--- src/rtl/logic_unit_arbiter.sv ---
// logic_unit_arbiter: round-robin sharing of one combinational logical unit among NUM_REQ requesters
// Ports:
//   clk, rst                        clock, synchronous active-high reset
//   req_valid/req_ready             per-requester request handshake (req_ready one-hot, IDLE only)
//   req_opcode/req_op1/req_op2      flattened per-requester opcode and operands (slice k = requester k)
//   lu_opcode/lu_op1/lu_op2/lu_out  drive and sample the external logical unit
//   resp_valid/resp_ready           response handshake
//   resp_id/resp_data/resp_err      owner index, registered result, unsupported-opcode flag
//   busy                            high outside IDLE
module logic_unit_arbiter #(
    parameter int WORD_SIZE = 19,
    parameter int OPCODE_W  = 5,
    parameter int NUM_REQ   = 4,
    parameter int ID_W      = 2
) (
    input  logic                          clk,
    input  logic                          rst,
    input  logic [NUM_REQ-1:0]            req_valid,
    output logic [NUM_REQ-1:0]            req_ready,
    input  logic [NUM_REQ*OPCODE_W-1:0]   req_opcode,
    input  logic [NUM_REQ*WORD_SIZE-1:0]  req_op1,
    input  logic [NUM_REQ*WORD_SIZE-1:0]  req_op2,
    output logic [OPCODE_W-1:0]           lu_opcode,
    output logic [WORD_SIZE-1:0]          lu_op1,
    output logic [WORD_SIZE-1:0]          lu_op2,
    input  logic [WORD_SIZE-1:0]          lu_out,
    output logic                          resp_valid,
    input  logic                          resp_ready,
    output logic [ID_W-1:0]               resp_id,
    output logic [WORD_SIZE-1:0]          resp_data,
    output logic                          resp_err,
    output logic                          busy
);
    localparam logic [OPCODE_W-1:0] OP_AND = OPCODE_W'(1);
    localparam logic [OPCODE_W-1:0] OP_OR  = OPCODE_W'(2);
    localparam logic [OPCODE_W-1:0] OP_XOR = OPCODE_W'(3);
    localparam logic [OPCODE_W-1:0] OP_NOT = OPCODE_W'(4);
    typedef enum logic [1:0] {IDLE, EXEC, RESP} state_t;
    state_t state, state_nxt;
    logic [ID_W-1:0] rr_ptr, h_id, gnt;
    logic [OPCODE_W-1:0] h_opc;
    logic [WORD_SIZE-1:0] h_op1, h_op2;
    logic found;
    logic [ID_W-1:0] cand [NUM_REQ];
    // cand[k] is the k-th requester in search order starting at rr_ptr
    for (genvar k = 0; k < NUM_REQ; k++) begin : g_cand
        assign cand[k] = ID_W'((int'(rr_ptr) + k) % NUM_REQ);
    end
    always_comb begin
        found = 1'b0;
        gnt   = '0;
        for (int i = 0; i < NUM_REQ; i++)
            if (!found && req_valid[cand[i]]) begin
                found = 1'b1;
                gnt   = cand[i];
            end
    end
    always_comb begin
        state_nxt = state == IDLE ? (found ? EXEC : IDLE) :
                    state == EXEC ? RESP : (resp_ready ? IDLE : RESP);
    end
    assign req_ready  = (state == IDLE && found) ? NUM_REQ'(1) << gnt : '0;
    assign resp_valid = state == RESP;
    assign busy       = state != IDLE;
    assign lu_opcode  = h_opc;
    assign lu_op1     = h_op1;
    assign lu_op2     = h_op2;
    always_ff @(posedge clk) begin
        if (rst) begin
            state     <= IDLE;
            rr_ptr    <= '0;
            h_id      <= '0;
            h_opc     <= '0;
            h_op1     <= '0;
            h_op2     <= '0;
            resp_id   <= '0;
            resp_data <= '0;
            resp_err  <= 1'b0;
        end else begin
            state <= state_nxt;
            if (state == IDLE && found) begin
                h_id  <= gnt;
                h_opc <= req_opcode[int'(gnt)*OPCODE_W +: OPCODE_W];
                h_op1 <= req_op1[int'(gnt)*WORD_SIZE +: WORD_SIZE];
                h_op2 <= req_op2[int'(gnt)*WORD_SIZE +: WORD_SIZE];
            end
            if (state == EXEC) begin
                resp_data <= lu_out;
                resp_id   <= h_id;
                resp_err  <= !(h_opc inside {OP_AND, OP_OR, OP_XOR, OP_NOT});
            end
            // pointer moves past the owner only once its response is consumed
            if (state == RESP && resp_ready)
                rr_ptr <= ID_W'((int'(h_id) + 1) % NUM_REQ);
        end
    end
endmodule

--- config.mk ---
export PLATFORM = sky130hd
export DESIGN_NAME = logic_unit_arbiter
export DESIGN_NICKNAME = d
export VERILOG_FILES = /design/src/rtl/logic_unit_arbiter.sv
export SDC_FILE = /design/constraint.sdc
export NUM_CORES = 1
export LEC_CHECK = 0
export ABC_CLOCK_PERIOD_IN_PS = 1900
export CELL_PAD_IN_SITES_DETAIL_PLACEMENT = 1
export CELL_PAD_IN_SITES_GLOBAL_PLACEMENT = 1
export CORE_MARGIN = 2
export CORE_UTILIZATION = 25
export CTS_CLUSTER_SIZE = 10
export DETAILED_ROUTE_END_ITERATION = 10
export GPL_ROUTABILITY_DRIVEN = 0
export GPL_TIMING_DRIVEN = 1
export PLACE_DENSITY = 0.86
export SLEW_MARGIN = 5
export SYNTH_ARGS = -nofsm -noshare
export SYNTH_HDL_FRONTEND = slang
export SYNTH_SLANG_ARGS = --single-unit
export TNS_END_PERCENT = 30
--- constraint.sdc ---
create_clock -name clk -period 1.9 [get_ports clk]
set_input_delay 0.19 -clock clk [delete_from_list [all_inputs] [get_ports clk]]
set_output_delay 0.19 -clock clk [all_outputs]
set_load 0.02 [all_outputs]
# Yosys cells after proc, flatten, opt, wreduce, memory -nomap -nowiden
# Index checks and enable logic that the tools add are counted.
[classes]
n_mux = 21
n_reduce_logical = 12
n_eq_ne = 6
n_lt_le_gt_ge = 4
addsub = 4
n_mul = 2
shift = 4
[op_table]
columns = ["cell", "n"]
rows = [
  ["$shiftx A76 B32 Y19", 1],
  ["$shiftx A76 B8 Y19", 1],
  ["$shiftx A20 B6 Y5", 1],
  ["$mux W2", 7],
  ["$lt A2 B3 Y1 const B", 4],
  ["$eq A5 B2 Y1 const B", 2],
  ["$mux W1", 9],
  ["$bmux W1 S2", 4],
  ["$mul A2 B5 Y7 const B", 1],
  ["$eq A5 B1 Y1 const B", 1],
  ["$eq A5 B3 Y1 const B", 1],
  ["$logic_and A1 B1 Y1", 5],
  ["$mul A2 B3 Y5 const B", 1],
  ["$add A2 B1 Y2 const B", 2],
  ["$add A2 B2 Y2 const B", 2],
  ["$logic_not A1 Y1", 4],
  ["$mux W4", 1],
  ["$reduce_bool A4 Y1", 1],
  ["$shl A1 B2 Y4 const A", 1],
  ["$eq A2 B1 Y1 const B", 1],
  ["$eq A2 B2 Y1 const B", 1],
  ["$logic_not A2 Y1", 1],
  ["$reduce_bool A2 Y1", 1],
]
[totals]
in_bits = 198
output_inout_bits = 71
ff_bits = 71
word_cells = 62

# Depth between registers and ports, before layout
# Gate-level depths: netlist (run 1).
[logic_depth]
ltp_word = 14
ltp_mapped = 7
mapped_depth_nobuf = 5

# Least setup slack after synthesis (run 1)
# OpenSTA, ideal clock, no wires.
[synth_timing]
path_kind = "register to output"
from = "register rr_ptr[1]"
to = "output port req_ready[0]"
path_slack_ps = 154
required_time_ps = 1710
arrival_time_ps = 1556
path_stages_with_launch = 6
n_path_buf = 1
path_cell_list = "dfxtp_1 > buf_2 > nand2_1 > a311oi_2 > nor2_1 > a211oi_1"
[synth_between]
elab_chain_len = 14
[synth_lines]
columns = ["item", "line", "text"]
rows = [
  ["start: declaration", "40", "logic [ID_W-1:0] rr_ptr, h_id, gnt;"],
  ["start signal: assignment", "94", "rr_ptr <= ID_W'((int'(h_id) + 1) % NUM_REQ);"],
  ["parallel branches: the longest is 13 deep, another holds $add A2 B1 Y2", "n/a", ""],
  ["$mux W4 *", "62", "assign req_ready = (state == IDLE && found) ? NUM_REQ'(1) << gnt : '0;"],
  ["end: declaration", "19", "output logic [NUM_REQ-1:0] req_ready,"],
]
# Mark *: on every way between the ends. The select of a mux whose other input is x is not followed.

# Final worst setup path (run 1)
[layout_timing]
from = "register rr_ptr[0]"
to = "register h_op1[1] (netlist: lu_op1[1])"
[layout_between]
elab_chain_len = 14
[layout_lines]
columns = ["item", "line", "text"]
rows = [
  ["parallel branches: the longest is 14 deep, another holds $mul A2 B5 Y7", "n/a", ""],
  ["end signal: assignment", "84", "h_op1 <= req_op1[int'(gnt)*WORD_SIZE +: WORD_SIZE];"],
  ["end: declaration", "42", "logic [WORD_SIZE-1:0] h_op1, h_op2;"],
]
# Parallel ways; which one is timed is not known. The select of a mux whose other input is x is not followed.
# A chain may end at the register's enable or synchronous reset.

==> flow_metrics.env, run 1 <==
export IMPL_cp_required_ps=2110
export IMPL_syn_instance_count=495
export IMPL_postCtsSetupBuffers=0
export IMPL_die_w_um=134
export IMPL_place_ws_ps=-529
export IMPL_cp_start_kind="flop"
export IMPL_clk_latency_ps=340
export IMPL_wirelength_um=18700
export IMPL_cts_tree="built"
export IMPL_ant_nets=0
export IMPL_yosys_area_share_adder_pct=0
export IMPL_cp_arrival_ps=2110
export IMPL_antenna_found_initial=0
export IMPL_synth_seq_cells=71
export IMPL_die_area_um2=17900
export IMPL_io_pins=269
export IMPL_period_share_pct=99.7
export IMPL_vias_per_cell=4.88
export IMPL_setup_violations=0
export IMPL_crit_fanout=13
export IMPL_synth_top_family_by_area="compound AO/OA/AOI/OAI gates"
export IMPL_num_vias=4856
export IMPL_fin_nets=968
export IMPL_dpl_instance_area_um2=7300
export IMPL_timing_hold_ws_ps=404
export IMPL_clockRootBuffer="clkbuf_16"
export IMPL_path_class="flop to flop"
export IMPL_holdBufCountCts=0
export IMPL_synth_area_um2=4210
export IMPL_yosys_area_share_simple_pct=18.6
export IMPL_fin_worst_skew_ps=7.89
export IMPL_synth_xor_area_share_pct=0.416
export IMPL_start_util_pct=25.5
export IMPL_slew_headroom_pct=73.4
export IMPL_coreArea_um2=16500
export IMPL_fin_total_pwr_mw=5.74
export IMPL_fin_crit_ps=1890
export IMPL_grt_pass1_vias=5235
export IMPL_synth_seq_area_share_pct=33.8
export IMPL_synth_area_mux_share_pct=10.2
export IMPL_grt_max_degree=44
export IMPL_cts_htree_levels=3
export IMPL_fin_ws_ps=5.41
export IMPL_wl_per_cell_um=18.8
export IMPL_rows=47
export IMPL_hpwl_um=13900
export IMPL_drive_gt1_share_pct=16.1
export IMPL_initialDrtViolationCount=111
export IMPL_p_per_area_nw_per_um2=743
export IMPL_fmax_mhz=528
export IMPL_cts_made_buffers=9
export IMPL_area_delta_synth_final_pct=83.8
export IMPL_drt_pass1_iterations=4
export IMPL_hold_viol=0
export IMPL_synth_compound_area_share_pct=30.0
export IMPL_diodes=0
export IMPL_leakage_nw=3.11
export IMPL_finalSetupTns_ps=0
export IMPL_rsz0062_at_grt="true"
export IMPL_grt_pass1_wl_um=28500
export IMPL_stdcell_area_um2=7730
export IMPL_grt_use_total_pct=20.5
export IMPL_worst_hold_path_type="input port to flop"
export IMPL_ys_warn_count=0
export IMPL_drv_slew=0
export IMPL_cp_end_kind="flop"
export IMPL_synthDistinctLibCells=38
export IMPL_yosys_top_cells_area="dfxtp_1, o211ai_2, mux2i_1"
export IMPL_tightestPinTransition_ps=399
export IMPL_dieHeight_um=134
export IMPL_synth_top_cell_by_area="dfxtp_1"
export IMPL_cts_sinks=71
export IMPL_ctsLongestPathBuffers=2
export IMPL_syn_avg_cell_area_um2=8.50
export IMPL_drc=0
export IMPL_grt_ovfl_total=0
export IMPL_ir_drop_uv=465
export IMPL_max_cap_violations=0
export IMPL_cts_clk_slew_worst_paths_ps=60
export IMPL_synthesis_nets=693
export IMPL_synth_top_cell_area_share_pct=33.8
export IMPL_status="finished, final reports clean"
export IMPL_io_buffer_count=268
export IMPL_nFillCells=1895
==> cells in the mapped netlist (all sizes together) <==
| library cell | n |
|---|---|
| nor3 | 1 |
| nand4 | 1 |
| buf | 20 |
| a311oi | 1 |
| dfxtp | 71 |
| a21oi | 27 |
| o2bb2ai | 1 |
| and4b | 1 |
| a21o | 42 |
| mux2i | 43 |
| nand2 | 92 |
| and2 | 1 |
| or2b | 1 |
| nor2b | 3 |
| xnor2 | 2 |
| nand3 | 48 |
| or2 | 2 |
| inv | 4 |
| nand4b | 1 |
| nand2b | 4 |
| or4 | 1 |
| nor2 | 12 |
| nand3b | 1 |
| o21ai | 46 |
| and4 | 1 |
| o21bai | 1 |
| a211oi | 3 |
| o211ai | 42 |
| clkbuf | 22 |
==> worst paths after layout <==
check / from / endpoint / slack (ps) / cells past startpoint
worst max-delay path: rr_ptr[0] / lu_op1[1] / 5 / 7
worst min-delay path: lu_out[13] / resp_data[13] / 400 / 3
worst max register to register: rr_ptr[0] / lu_op1[1] / 5 / 7
worst min register to register: resp_data[5] / resp_data[5] / 450 / 2
==> what timing repair did <==
action,CTS,global route
gates cloned,0,1
resized for setup,30,17
setup endpoints to repair,12,39
pin swaps,1,0
==> cell families after synthesis <==
logic type / Yosys count
AOI/OAI and AO/OA: 163
muxes: 43
buffers and inverters: 46
DFF: 71
and+or+nand+nor: 170
xor gates and xnor gates: 2
==> through the flow <==
stage | std cells | utilization [%]
final | 995 | 46.8
after global routing | 995 | 46.8
after CTS | 994 | 46.4
after detailed placement | 978 | 44.2
after global placement | 978 | 44.2
after floorplan | 495 | -
==> power breakdown <==
group / total, mW / switching, mW / internal [mW]
combinational: 2.01 / 0.927 / 1.09
sequential: 1.77 / 0.103 / 1.67
clock: 1.96 / 0.662 / 1.29
==> flip-flops by register name, summed over array words and instances, names as in the netlist <==
register / flops
h_id: 2
lu_op1: 19
lu_op2: 19
lu_opcode: 5
resp_data: 19
resp_err: 1
resp_id: 2
rr_ptr: 2
state: 2
==> cell usage in the layout (no fill, tap or decap), types with 11 or more instances in the layout <==
cell type and n:
dfxtp_1 69, nand3_1 47, buf_4 25, buf_12 11, a21oi_1 26, mux2i_1 29
a21o_1 42, nand2_1 91, o21ai_0 43, o211ai_2 39, mux2i_2 13, clkdlybuf4s50_1 260
==> per-layer routing <==
layer | global-route usage (%) | share of wire (%)
met4 | 4.96 | 1.3
met3 | 5.18 | 6.9
met2 | 38.3 | 52
met1 | 23.0 | 40
met5 | 0 | 0
==> area by class of cell <==
type / instances / area, um^2 / share of cell area (%)
multi-input cells: 378 / 2570 / 33.3
clock buffers: 14 / 284 / 3.67
inverters: 4 / 15.0 / 0.194
well taps: 220 / 275 / 3.56
repair buffers: 306 / 3100 / 40.1
clock inverters: 2 / 60.1 / 0.777
flip-flops and latches: 71 / 1420 / 18.4
==> critical path, cell delays in order (launching register included) <==
cell and delay (ps):
dfxtp_2 340, or2b_1 270, buf_4 150, and4b_2 260, nor2_8 190, buf_12 190, mux2i_2 270, o211ai_2 90
Note: power is estimated with default switching activity, not from simulation.
==> inputs of run 2 (changes only) <==
Settings changed: ABC_CLOCK_PERIOD_IN_PS 1900 to 1600, CORE_UTILIZATION 25 to 23, PLACE_DENSITY 0.86 to 0.84.
Clock period 1.9 ns to 1.6 ns, I/O delays scaled along.
==> flow_metrics.env, run 2 (synthesized netlist as in run 1, its figures left out) <==
export IMPL_worstHoldStart="lu_out[16]"
export IMPL_grt_use_total_pct=18.9
export IMPL_slew_headroom_pct=77.4
export IMPL_place_ws_ps=-697
export IMPL_reg2reg_slack_ps=-300
export IMPL_start_util_pct=23.4
export IMPL_grt_pass1_vias=5207
export IMPL_hpwl_um=14000
export IMPL_final_common_cell="clkdlybuf4s50_1"
export IMPL_placed_cells=991
export IMPL_wirelength_um=18600
export IMPL_vias_per_cell=4.79
export IMPL_clk_latency_ps=340
export IMPL_initialDrtViolationCount=156
export IMPL_fin_nets=971
export IMPL_rows=49
export IMPL_postCtsSetupBuffers=0
export IMPL_ir_drop_uv=478
export IMPL_critPathTopFamily="simple AND/OR/NAND/NOR gates"
export IMPL_drc=0
export IMPL_grt_max_degree=44
export IMPL_path_class="flop to flop"
export IMPL_min_path_cells=3
export IMPL_cts_htree_levels=3
export IMPL_drv_slew=0
export IMPL_tightestPinTransition_ps=339
export IMPL_drt_pass1_iterations=4
export IMPL_p_per_area_nw_per_um2=902
export IMPL_grt_ovfl_total=0
export IMPL_status="finished, violations left"
export IMPL_clockRootBuffer="clkbuf_16"
export IMPL_max_cap_violations=0
export IMPL_cts_tree="built"
export IMPL_ant_nets=0
export IMPL_crit_buf_inv=2
export IMPL_num_vias=4824
export IMPL_cp_start_kind="flop"
export IMPL_crit_slowest_cell="dfxtp_2"
export IMPL_violations="negative setup slack"
export IMPL_min_to="resp_data[16]"
export IMPL_coreArea_um2=18000
export IMPL_die_w_um=139
export IMPL_r2r_cells=7
export IMPL_mostFrequentLayoutCells="clkdlybuf4s50_1, nand2_1, dfxtp_1, nand3_1, a21o_1"
export IMPL_cp_required_ps=1810
export IMPL_die_area_um2=19400
export IMPL_drive_gt1_share_pct=16.7
export IMPL_ctsLongestPathBuffers=2
export IMPL_worstReg2RegStart="rr_ptr[0]"
export IMPL_cp_end_kind="flop"
export IMPL_fin_ws_ps=-301
export IMPL_grt_pass1_wl_um=28900
export IMPL_max_stage_delay_ps=350
export IMPL_fin_worst_skew_ps=7.10
export IMPL_fin_crit_ps=1900
export IMPL_layoutNonFillerInstCount=1008
export IMPL_fmax_mhz=526
export IMPL_wl_per_cell_um=18.5
export IMPL_period_share_pct=119
export IMPL_antenna_found_initial=1
export IMPL_dieHeight_um=139
export IMPL_hold_viol=0
export IMPL_crit_fanout=13
export IMPL_io_buffer_count=268
export IMPL_area_delta_synth_final_pct=86.1
export IMPL_rsz0062_at_grt="true"
export IMPL_io_pins=269
export IMPL_setup_violations=47
export IMPL_reg2reg_to="lu_op2[1]"
export IMPL_leakage_nw=3.15
export IMPL_cts_made_buffers=9
export IMPL_worstPathCellList="or2b_1 -> buf_4 -> and4b_2 -> nor2_8 -> buf_12 -> mux2i_2 -> o211ai_1"
export IMPL_cts_sinks=71
export IMPL_cp_arrival_ps=2110
export IMPL_cts_clk_slew_worst_paths_ps=60
export IMPL_worst_hold_path_type="input port to flop"
-- run 2: timing repair --
action / 4_1_cts / 5_1_grt
resized for setup: 42 / 13
pin swaps: 1 / 0
endpoints found under the setup margin: 49 / 48
hold buffers: 0 / 0
-- run 2: cell type report --
type | instances | area, um^2
Fill cell | 2077 | 10100
Timing Repair Buffer | 309 | 3120
Multi-Input combinational cell | 378 | 2610
Sequential cell | 71 | 1420
Tap cell | 229 | 287
Clock buffer | 11 | 243
Clock inverter | 5 | 129
Inverter | 4 | 15.0
Antenna cell | 1 | 2.50
-- run 2: stage by stage --
| step | total power, mW | TNS, ps | utilization (%) | hold slack (ps) | area, um^2 |
|---|---|---|---|---|---|
| 4_1_cts | 7.14 | -11750 | 43.3 | 357 | 7780 |
| 3_5_place_dp | 4.52 | -30430 | 41.0 | 449 | 7360 |
| 2_1_floorplan | 3.22 | -1490 | - | 264 | 4210 |
| 5_1_grt | 7.40 | -14480 | 43.6 | 365 | 7830 |
| 6_report | 7.06 | -11170 | 43.6 | 371 | 7830 |
| 3_3_place_gp | 4.47 | -28260 | 41.0 | 441 | 7360 |
-- run 2: tightest hold or removal path, cell delays in order --
cell,delay (ps)
clkdlybuf4s50_1,400
nand2_1,60
a21oi_1,50
-- run 2: how the worst max path moves through the flow --
stage | startpoint | cells past startpoint | endpoint | slack [ps]
final | rr_ptr[0] | 7 | lu_op2[1] | -300
after global routing | rr_ptr[0] | 7 | lu_op2[1] | -370
after CTS | rr_ptr[0] | 7 | lu_op2[1] | -300
after detailed placement | req_valid[2] | 6 | req_ready[2] | -700
after global placement | req_valid[0] | 7 | req_ready[2] | -690
after floorplan | rr_ptr[0] | 7 | lu_op1[0] | -40
-- run 2: report_power, final --
group,total [mW],switching (mW),leakage (nW),internal [mW]
clock network,2.55,0.824,0.180,1.73
logic,2.41,1.10,2.39,1.30
registers,2.10,0.121,0.584,1.98
-- run 2: per-layer routing --
layer  part of all wire, %  wire, um  up-vias  track usage (%)
met4                   1.4       263        0             5.69
met3                   6.8      1270       16             6.37
li1                      -         -     2328                -
met5                     0         0        -                0
met2                    50      9250      167             32.7
met1                    42      7840     2313             22.1
==> inputs of run 3 (changes only) <==
Settings changed: SLEW_MARGIN 5 to 20.
==> results of run 3 <==
No change in the layout: final DEF, timing and power equal those of run 2.
